## config.mk

```make
export PLATFORM = sky130hd
export DESIGN_NAME = instr_fetch
export DESIGN_NICKNAME = d
export VERILOG_FILES = /design/src/rtl/cpu_pkg.sv /design/src/rtl/fetch_perf_counter.sv /design/src/rtl/instr_fetch.sv
export SDC_FILE = /design/constraint.sdc
export NUM_CORES = 1
export LEC_CHECK = 0
export ABC_AREA = 1
export CAP_MARGIN = 20
export CELL_PAD_IN_SITES_DETAIL_PLACEMENT = 1
export CELL_PAD_IN_SITES_GLOBAL_PLACEMENT = 2
export CORE_MARGIN = 1
export CORE_UTILIZATION = 27
export CTS_CLUSTER_DIAMETER = 50
export DETAILED_ROUTE_END_ITERATION = 12
export MAX_ROUTING_LAYER = met4
export PLACE_DENSITY = 0.81
export SYNTH_ARGS = -nofsm -noshare
export SYNTH_HDL_FRONTEND = slang
export SYNTH_SLANG_ARGS = --single-unit
```

## constraint.sdc

```tcl
create_clock -name clk -period 2.3 [get_ports clk]
set_clock_uncertainty 0.1 [all_clocks]
set_input_delay 0.69 -clock clk [delete_from_list [all_inputs] [get_ports clk]]
set_output_delay 0.69 -clock clk [all_outputs]
set_load 0.02 [all_outputs]
```

## src/rtl/cpu_pkg.sv

```systemverilog
// -----------------------------------------------------------------------------
// cpu_pkg
// Shared definitions for the CPU front end:
//   INSTR_W        instruction / PC width
//   OPCODE_W       width of the opcode field (instr[15:12])
//   OP_*           opcode encodings decoded by the control unit
//   fetch_state_e  instruction-fetch FSM states
// -----------------------------------------------------------------------------
package cpu_pkg;

    localparam int INSTR_W  = 16;
    localparam int OPCODE_W = 4;

    // Opcode encodings carried in instr[15:12]
    localparam logic [OPCODE_W-1:0] OP_ADD  = 4'd0;
    localparam logic [OPCODE_W-1:0] OP_SUB  = 4'd1;
    localparam logic [OPCODE_W-1:0] OP_MUL  = 4'd2;
    localparam logic [OPCODE_W-1:0] OP_DIV  = 4'd3;
    localparam logic [OPCODE_W-1:0] OP_ORI  = 4'd4;
    localparam logic [OPCODE_W-1:0] OP_NOR  = 4'd5;
    localparam logic [OPCODE_W-1:0] OP_NAND = 4'd6;
    localparam logic [OPCODE_W-1:0] OP_SW   = 4'd7;
    localparam logic [OPCODE_W-1:0] OP_LW   = 4'd8;
    localparam logic [OPCODE_W-1:0] OP_BLT  = 4'd9;

    // REQ     : a read is outstanding (or about to be issued right after reset)
    // HOLD    : an instruction is being presented to decode
    // DISCARD : a read made stale by a redirect is still outstanding
    typedef enum logic [1:0] {
        REQ     = 2'd0,
        HOLD    = 2'd1,
        DISCARD = 2'd2
    } fetch_state_e;

endpackage

```

## src/rtl/fetch_perf_counter.sv

```systemverilog
// -----------------------------------------------------------------------------
// fetch_perf_counter
// Saturating event counter used to count instructions accepted by decode.
// Only instantiated by instr_fetch when INSTR_FETCH_PERF_EN is defined.
//
// Ports:
//   clk     in   clock, rising edge
//   rst_n   in   asynchronous active-low reset, clears the count
//   inc_en  in   count one event this cycle
//   count   out  current count, sticks at all-ones
// -----------------------------------------------------------------------------
module fetch_perf_counter #(
    parameter int CNT_W = 16
) (
    input  logic             clk,
    input  logic             rst_n,
    input  logic             inc_en,
    output logic [CNT_W-1:0] count
);

    logic [CNT_W-1:0] count_q;
    logic [CNT_W-1:0] count_d;

    always_comb begin
        count_d = count_q;
        // Saturate instead of wrapping so a long run never reads as a short one
        if (inc_en && (count_q != {CNT_W{1'b1}})) begin
            count_d = count_q + 1'b1;
        end
    end

    always_ff @(posedge clk or negedge rst_n) begin
        if (!rst_n) begin
            count_q <= '0;
        end else begin
            count_q <= count_d;
        end
    end

    assign count = count_q;

endmodule

```

## src/rtl/instr_fetch.sv

```systemverilog
// -----------------------------------------------------------------------------
// instr_fetch
// Instruction fetch stage. Issues one word read at a time to instruction
// memory, presents the returned word to decode with a valid/ready handshake
// and follows branch redirects. Reads made stale by a redirect are tracked in
// the DISCARD state so their data is never presented.
//
// Build option: define INSTR_FETCH_PERF_EN to add the fetch_count output, a
// saturating count of instructions accepted by decode.
//
// Ports:
//   clk             in   clock, rising edge
//   rst_n           in   asynchronous active-low reset
//   imem_req        out  instruction memory read request
//   imem_addr       out  word address of the read, stable until imem_ack
//   imem_ack        in   imem_rdata valid this cycle (ignored when no request)
//   imem_rdata      in   instruction word returned by memory
//   redirect_valid  in   taken-branch redirect, highest priority
//   redirect_pc     in   redirect target address
//   instr_valid     out  instr / instr_pc / Opcode hold a valid instruction
//   instr_ready     in   decode accepts the instruction this cycle
//   instr           out  fetched instruction word
//   instr_pc        out  address of instr
//   Opcode          out  instr[15:12] for the control unit
//   fetch_count     out  accepted-instruction count (INSTR_FETCH_PERF_EN only)
// -----------------------------------------------------------------------------
module instr_fetch #(
    parameter int                 INSTR_W  = cpu_pkg::INSTR_W,
    parameter logic [INSTR_W-1:0] RESET_PC = '0
) (
    input  logic                         clk,
    input  logic                         rst_n,
    output logic                         imem_req,
    output logic [INSTR_W-1:0]           imem_addr,
    input  logic                         imem_ack,
    input  logic [INSTR_W-1:0]           imem_rdata,
    input  logic                         redirect_valid,
    input  logic [INSTR_W-1:0]           redirect_pc,
    output logic                         instr_valid,
    input  logic                         instr_ready,
    output logic [INSTR_W-1:0]           instr,
    output logic [INSTR_W-1:0]           instr_pc,
    output logic [cpu_pkg::OPCODE_W-1:0] Opcode
`ifdef INSTR_FETCH_PERF_EN
    ,
    output logic [15:0]                  fetch_count
`endif
);

    import cpu_pkg::*;

    fetch_state_e       state_q, state_d;
    logic [INSTR_W-1:0] pc_q, pc_d;
    logic               imem_req_q, imem_req_d;
    logic [INSTR_W-1:0] imem_addr_q, imem_addr_d;
    logic               instr_valid_q, instr_valid_d;
    logic [INSTR_W-1:0] instr_q, instr_d;
    logic [INSTR_W-1:0] instr_pc_q, instr_pc_d;

    // An ack only counts when a read is actually outstanding; acks that
    // arrive while no request is up (e.g. a late ack after reset) are noise.
    logic ack_seen;
    assign ack_seen = imem_ack && imem_req_q;

    // ---------------------------------------------------------------------
    // Next-state logic
    // ---------------------------------------------------------------------
    always_comb begin
        state_d       = state_q;
        pc_d          = pc_q;
        imem_req_d    = imem_req_q;
        imem_addr_d   = imem_addr_q;
        instr_valid_d = instr_valid_q;
        instr_d       = instr_q;
        instr_pc_d    = instr_pc_q;

        case (state_q)
            REQ: begin
                if (redirect_valid) begin
                    pc_d          = redirect_pc;
                    instr_valid_d = 1'b0;
                    if (!imem_req_q || ack_seen) begin
                        // Nothing left in flight: go straight to the target
                        imem_req_d  = 1'b1;
                        imem_addr_d = redirect_pc;
                        state_d     = REQ;
                    end else begin
                        // Read still in flight: keep the bus steady and
                        // throw its data away when it lands
                        state_d = DISCARD;
                    end
                end else if (!imem_req_q) begin
                    // First cycle after reset: raise the request
                    imem_req_d  = 1'b1;
                    imem_addr_d = pc_q;
                end else if (ack_seen) begin
                    instr_d       = imem_rdata;
                    instr_pc_d    = pc_q;
                    instr_valid_d = 1'b1;
                    pc_d          = pc_q + 1'b1;   // wraps modulo 2^INSTR_W
                    imem_req_d    = 1'b0;
                    state_d       = HOLD;
                end
            end

            HOLD: begin
                if (redirect_valid) begin
                    pc_d          = redirect_pc;
                    instr_valid_d = 1'b0;
                    imem_req_d    = 1'b1;
                    imem_addr_d   = redirect_pc;
                    state_d       = REQ;
                end else if (instr_ready) begin
                    // pc already points past the presented instruction
                    instr_valid_d = 1'b0;
                    imem_req_d    = 1'b1;
                    imem_addr_d   = pc_q;
                    state_d       = REQ;
                end
            end

            DISCARD: begin
                instr_valid_d = 1'b0;
                if (redirect_valid) begin
                    pc_d = redirect_pc;
                    if (ack_seen) begin
                        // Stale read finished on the same edge: fetch the
                        // newest target rather than waiting for another ack
                        imem_req_d  = 1'b1;
                        imem_addr_d = redirect_pc;
                        state_d     = REQ;
                    end
                end else if (ack_seen) begin
                    imem_req_d  = 1'b1;
                    imem_addr_d = pc_q;
                    state_d     = REQ;
                end
            end

            default: begin
                state_d       = REQ;
                imem_req_d    = 1'b0;
                instr_valid_d = 1'b0;
            end
        endcase
    end

    // ---------------------------------------------------------------------
    // State and registered outputs
    // ---------------------------------------------------------------------
    always_ff @(posedge clk or negedge rst_n) begin
        if (!rst_n) begin
            state_q       <= REQ;
            pc_q          <= RESET_PC;
            imem_req_q    <= 1'b0;
            imem_addr_q   <= RESET_PC;
            instr_valid_q <= 1'b0;
            instr_q       <= '0;
            instr_pc_q    <= '0;
        end else begin
            state_q       <= state_d;
            pc_q          <= pc_d;
            imem_req_q    <= imem_req_d;
            imem_addr_q   <= imem_addr_d;
            instr_valid_q <= instr_valid_d;
            instr_q       <= instr_d;
            instr_pc_q    <= instr_pc_d;
        end
    end

    assign imem_req    = imem_req_q;
    assign imem_addr   = imem_addr_q;
    assign instr_valid = instr_valid_q;
    assign instr       = instr_q;
    assign instr_pc    = instr_pc_q;
    assign Opcode      = instr_q[INSTR_W-1 -: OPCODE_W];

`ifdef INSTR_FETCH_PERF_EN
    // A transfer completes only when decode takes the word and no redirect
    // overrides it on the same edge.
    logic accept;
    assign accept = (state_q == HOLD) && instr_ready && !redirect_valid;

    fetch_perf_counter #(
        .CNT_W (16)
    ) u_perf (
        .clk    (clk),
        .rst_n  (rst_n),
        .inc_en (accept),
        .count  (fetch_count)
    );
`endif

endmodule

```

# Word level (Yosys, flattened, before mapping)
# Cells that the tools add are included.
# word_totals
regBits	68
in_bits	37
output_inout_bits	54
word_cells	66
# op_classes
add_sub_neg	1
eq_ne	9
mux	35
bitwise_logic	1
n_reduce_logical	13
# op_table
operator	n
$mux W16	12
$pmux W16 S3	1
$pmux W16 S2	1
$add A16 B1 Y16 const B	1
$ne A3 B3 Y1 const B	5
$mux W2	7
$reduce_and A4 Y1	3
$mux W1	11
$pmux W2 S3	1
$reduce_and A3 Y1	2
$reduce_and A5 Y1	1
$pmux W1 S3	1
$reduce_bool A3 Y1	1
$eq A2 B1 Y1 const B	1
$eq A2 B2 Y1 const B	1
$logic_not A2 Y1	1
$ne A2 B1 Y1 const B	1
$ne A2 B2 Y1 const B	1
$pmux W1 S2	1
$reduce_bool A2 Y1	1
$reduce_or A2 Y1	1
$logic_and A1 B1 Y1	1
$logic_not A1 Y1	1
$logic_or A1 B1 Y1	1
$not A1 Y1	1

# Longest topological paths before layout
# logic_depth
depth_word	5
mapped_depth	11
depth_no_buf	10

# Worst setup path after synthesis
# Ideal clock, no wire load.
# synth_path
path_kind	register -> register
from	register state_q[0]
to	register pc_q[2]
setup_time_ps	129
t_arrival_ps	1495
t_required_ps	2071
setup_slack_ps	576
stages_incl_launch_ff	11
path_buffers	2
synth_period_minus_slack_ps	1724
cell_sequence	dfrtp_1 inv_1 ha_1 buf_2 inv_2 nand2_1 o21ai_1 nand2_1 buf_2 a21oi_1 a22oi_1
# synth_via
elab_chain_len	4
word_cells_on_any_way	10
cone_classes	eq/ne (5); mux (1); reduce/logical (4)
# synth_lines
element	line	text
start, declared	instr_fetch.sv:52	fetch_state_e state_q, state_d;
start signal, assigned	instr_fetch.sv:161	state_q <= state_d;
$eq A2 B2 Y1 or $eq A2 B1 Y1 (tied branches)	instr_fetch.sv:77	case (state_q)
$reduce_or A2 Y1 (no source line)	--	
$ne A2 B1 Y1 (no source line) or $reduce_bool A2 Y1 (tied branches)	--	
$reduce_and A4 Y1 (no source line)	--	
end signal, assigned	instr_fetch.sv:162	pc_q <= pc_d;
end, declared	instr_fetch.sv:53	logic [INSTR_W-1:0] pc_q, pc_d;
# Parallel ways exist; a longest one is shown, timed or not.
# A chain may end at the register's enable or synchronous reset.

# Worst setup path after layout
# layout_path
from	register imem_req_q (netlist: imem_req)
to	output imem_req
# layout_rtl
element	line	text
start, declared	instr_fetch.sv:54	logic imem_req_q, imem_req_d;
start signal, assigned	instr_fetch.sv:163	imem_req_q <= imem_req_d;
end, declared	instr_fetch.sv:33	output logic imem_req,
# No word-level cell between the ends.

==> flow_results.xml <==
<?xml version="1.0" encoding="UTF-8"?>
<metrics>
  <group name="status">
    <metric name="run_status" unit="">complete, no violations</metric>
  </group>
  <group name="cts">
    <metric name="cts_tree" unit="">done</metric>
    <metric name="cts-resized-gates" unit="">0</metric>
    <metric name="clkSlewWorstSetupHoldPaths" unit="ps">60</metric>
    <metric name="post_cts_hold_buffer_count" unit="">0</metric>
    <metric name="clock_tree.buffer_depth" unit="">2</metric>
    <metric name="cts-buffers-inserted" unit="">9</metric>
    <metric name="postCtsSetupRepairBufs" unit="">0</metric>
    <metric name="cts_sinks" unit="">68</metric>
    <metric name="cts_root_buf" unit="">clkbuf_16</metric>
    <metric name="htree_num_levels" unit="">3</metric>
    <metric name="clkLatencyLatePin" unit="ps">330</metric>
  </group>
  <group name="yosys">
    <metric name="number_of_synthesized_flops_with_an_enable_pin" unit="">0</metric>
    <metric name="synth_flop_cell" unit="">dfrtp_1</metric>
    <metric name="synth.yosys.seq_area_share" unit="">0.489</metric>
    <metric name="synthesis.nets" unit="">503</metric>
    <metric name="yosysUniqueCellTypes" unit="">26</metric>
    <metric name="synthesis.yosys.warnings" unit="">0</metric>
    <metric name="synth_area_leaders" unit="">dfrtp_1 49%, nand2_1 19%, o21ai_1 4.7%, inv_1 4.2%, o21ai_0 3.9%</metric>
    <metric name="synthesis.instances" unit="">461</metric>
    <metric name="synth_top_cell_area_share" unit="">0.489</metric>
    <metric name="netlist.top_cell.by_area" unit="">dfrtp_1</metric>
    <metric name="post_synth_most_frequent_cells" unit="">177 x nand2_1, 68 x dfrtp_1, 39 x inv_1</metric>
    <metric name="ys_seq_elements" unit="">68</metric>
    <metric name="avgSynthCellArea" unit="um^2">7.55</metric>
    <metric name="synthesis.area" unit="um^2">3480</metric>
    <metric name="synth.most_common_cell" unit="">nand2_1</metric>
    <metric name="synth_async_sr_flop_share" unit="">1.00</metric>
  </group>
  <group name="finish">
    <metric name="number_of_antenna_diodes" unit="">0</metric>
    <metric name="finalNonFillerCells" unit="">738</metric>
    <metric name="utilization" unit="">0.394</metric>
    <metric name="flow.area_growth_from_synthesis" unit="%">42.1</metric>
    <metric name="nNetsFinal" unit="">603</metric>
    <metric name="drive_gt1_frac" unit="">0.0954</metric>
  </group>
  <group name="setup_path">
    <metric name="worstSetupPathType" unit="">reg2out</metric>
    <metric name="critical_path_peak_fanout" unit="">5</metric>
    <metric name="critical_path.startpoint_type" unit="">flip-flop</metric>
    <metric name="timing.rr.start" unit="">state_q[0]</metric>
    <metric name="worstPathCellList" unit="">clkdlybuf4s50_1</metric>
    <metric name="critical_path_arrival" unit="ps">1400</metric>
    <metric name="crit_path_largest_cell_delay" unit="ps">650</metric>
    <metric name="timing.critical_path.buf_inv" unit="">1</metric>
    <metric name="critical_path_required" unit="ps">1510</metric>
    <metric name="crit_path_start" unit="">imem_req</metric>
    <metric name="critical-path-slowest-cell" unit="">clkdlybuf4s50_1</metric>
    <metric name="critical-path-top-delay-family" unit="">buffers and inverters</metric>
    <metric name="critPathCaptureType" unit="">primary output</metric>
  </group>
  <group name="global_routing">
    <metric name="busiest_metal_layer_after_global_routing" unit="">met2</metric>
    <metric name="antenna_found_initial" unit="">0</metric>
    <metric name="grt_pass1_wl" unit="mm">17.5</metric>
    <metric name="global_route_total_overflow" unit="">0</metric>
    <metric name="met2_usage" unit="">0.276</metric>
    <metric name="grt_pass1_vias" unit="">3426</metric>
    <metric name="grtUsageMet1" unit="">0.235</metric>
    <metric name="grt_max_degree" unit="">69</metric>
    <metric name="grt_util_overall" unit="">0.176</metric>
    <metric name="global_route.usage.met3" unit="">0.0214</metric>
  </group>
  <group name="placement">
    <metric name="preCtsSetupSlack" unit="ps">-156</metric>
    <metric name="place_congestion" unit="">0.800</metric>
    <metric name="placement.io_buffers" unit="">90</metric>
    <metric name="dp_hpwl" unit="mm">7.91</metric>
    <metric name="place_inst" unit="">722</metric>
  </group>
  <group name="floorplanning">
    <metric name="initial_core_util" unit="">0.277</metric>
    <metric name="ios" unit="">91</metric>
    <metric name="core" unit="um^2">12600</metric>
    <metric name="dieArea" unit="um^2">13300</metric>
    <metric name="die_width" unit="um">116</metric>
    <metric name="rows" unit="">41</metric>
    <metric name="floorplan.die.height" unit="um">116</metric>
  </group>
  <group name="timing">
    <metric name="worst_slew_margin_rel" unit="">0.752</metric>
    <metric name="final_period_minus_worst_setup_slack" unit="ps">2190</metric>
    <metric name="drv_slew" unit="">0</metric>
    <metric name="rsz0062_at_grt" unit="">no</metric>
    <metric name="pnr_worst_setup_slack" unit="ps">109</metric>
    <metric name="final_hold_viol_count" unit="">0</metric>
    <metric name="worst_pin_slew" unit="ps">368</metric>
    <metric name="final_min_period_over_clock_period" unit="">0.953</metric>
    <metric name="finalHoldWorstSlack" unit="ps">279</metric>
    <metric name="final.setup.tns" unit="ps">0</metric>
    <metric name="fmax" unit="MHz">456</metric>
    <metric name="report.final.setup_viol" unit="">0</metric>
  </group>
  <group name="power_and_ir_drop">
    <metric name="netSwitchingFraction" unit="">0.429</metric>
    <metric name="power.switching" unit="mW">3.29</metric>
    <metric name="p_int" unit="mW">4.37</metric>
    <metric name="p_clk_frac" unit="">0.183</metric>
    <metric name="comb_power_share" unit="">0.524</metric>
    <metric name="share_seq_of_total_power" unit="">0.293</metric>
    <metric name="total_leakage_power" unit="nW">2.37</metric>
    <metric name="cellPowerDensity" unit="nW/um^2">1550</metric>
    <metric name="ir_drop" unit="mV">0.453</metric>
  </group>
  <group name="drt">
    <metric name="routed_via_count" unit="">3331</metric>
    <metric name="first_pass_iters" unit="">4</metric>
    <metric name="route.detailed.drc" unit="">0</metric>
    <metric name="antenna_left" unit="">0</metric>
    <metric name="avgRoutedWirePerCell" unit="um">14.3</metric>
    <metric name="average_via_count_per_standard_cell" unit="">4.51</metric>
    <metric name="finalWirelength" unit="mm">10.5</metric>
    <metric name="first_iter_violations" unit="">171</metric>
  </group>
  <group name="job">
    <metric name="total_of_max_cap_violations" unit="">0</metric>
  </group>
  <group name="worst_hold_path">
    <metric name="hold_path_class" unit="">in2async</metric>
  </group>
</metrics>
[area by class of cell]
type                    count  area (um^2)
fillers                  1508         7620
flip-flops and latches     68         1700
well taps                 172          215
clock buffers              12          256
repair buffers            113         1110
inverters                  44          165
clock inverters             4         47.5
multi-input cells         325         1450
[through the flow]
stage,total power [mW],cell area (um^2)
finish,7.65,4950
floorplan,4.58,3480
global route,8.30,4950
CTS,7.76,4950
detailed placement,6.32,4640
global placement,6.16,4640
[placed cells by master, fill, tap and decap left out, types with 2 or more instances in the layout]
cell and count:
ha_1 5, buf_12 3, clkbuf_16 9, nand2_1 177, nand3_2 2, a22oi_1 2, nand2_2 2, nand4_1 3
a21oi_1 9, o21ai_1 33, nand3_1 17, nor2_1 34, o22ai_1 3, dfrtp_1 68, clkinv_2 2, o21ai_0 27
clkbuf_8 2, o211ai_1 2, inv_1 39, buf_4 20, nor2_4 2, clkdlybuf4s50_1 89, inv_2 5, nor2_2 3
[per-layer routing]
layer,vias to the layer above,wire [um]
met2,47,4930
met5,-,0
li1,1648,-
met1,1625,5130
met3,11,302
met4,0,161
[registers in the layout (all words and copies together), names as in the netlist]
signal / flops
imem_req: 1
pc_q: 16
instr_pc: 16
state_q: 2
imem_addr: 16
instr_valid: 1
instr: 16
[power by group through the flow]
stage               Combinational [mW]  Sequential [mW]  Clock (mW)
floorplan                         1.92             2.66           0
finish                            4.01             2.24        1.40
global placement                  3.93             2.23           0
CTS                               4.06             2.25        1.45
global route                      4.46             2.33        1.50
detailed placement                4.06             2.26           0
[cell families (layout without fill, tap and decap cells)]
family | count (synthesis) | in the layout | synth area share
adder cells (fa/ha/maj) | 5 | 5 | 0.0180
flip-flops | 68 | 68 | 0.489
buffers and inverters | 68 | 173 | 0.0931
AND/OR/NAND/NOR | 241 | 241 | 0.280
AO/OA/AOI/OAI | 79 | 79 | 0.120
[final timing paths]
check	slack (ps)	end	cells past startpoint
setup / recovery	110	imem_req	1
setup reg to reg	470	imem_req	7
min in group clk	370	instr_valid	2
hold / removal	280	instr[13]	2
hold reg to reg	370	instr_valid	2
max in group asynchronous	1520	instr_pc[5]	2
(Power assumes the default switching activity.)
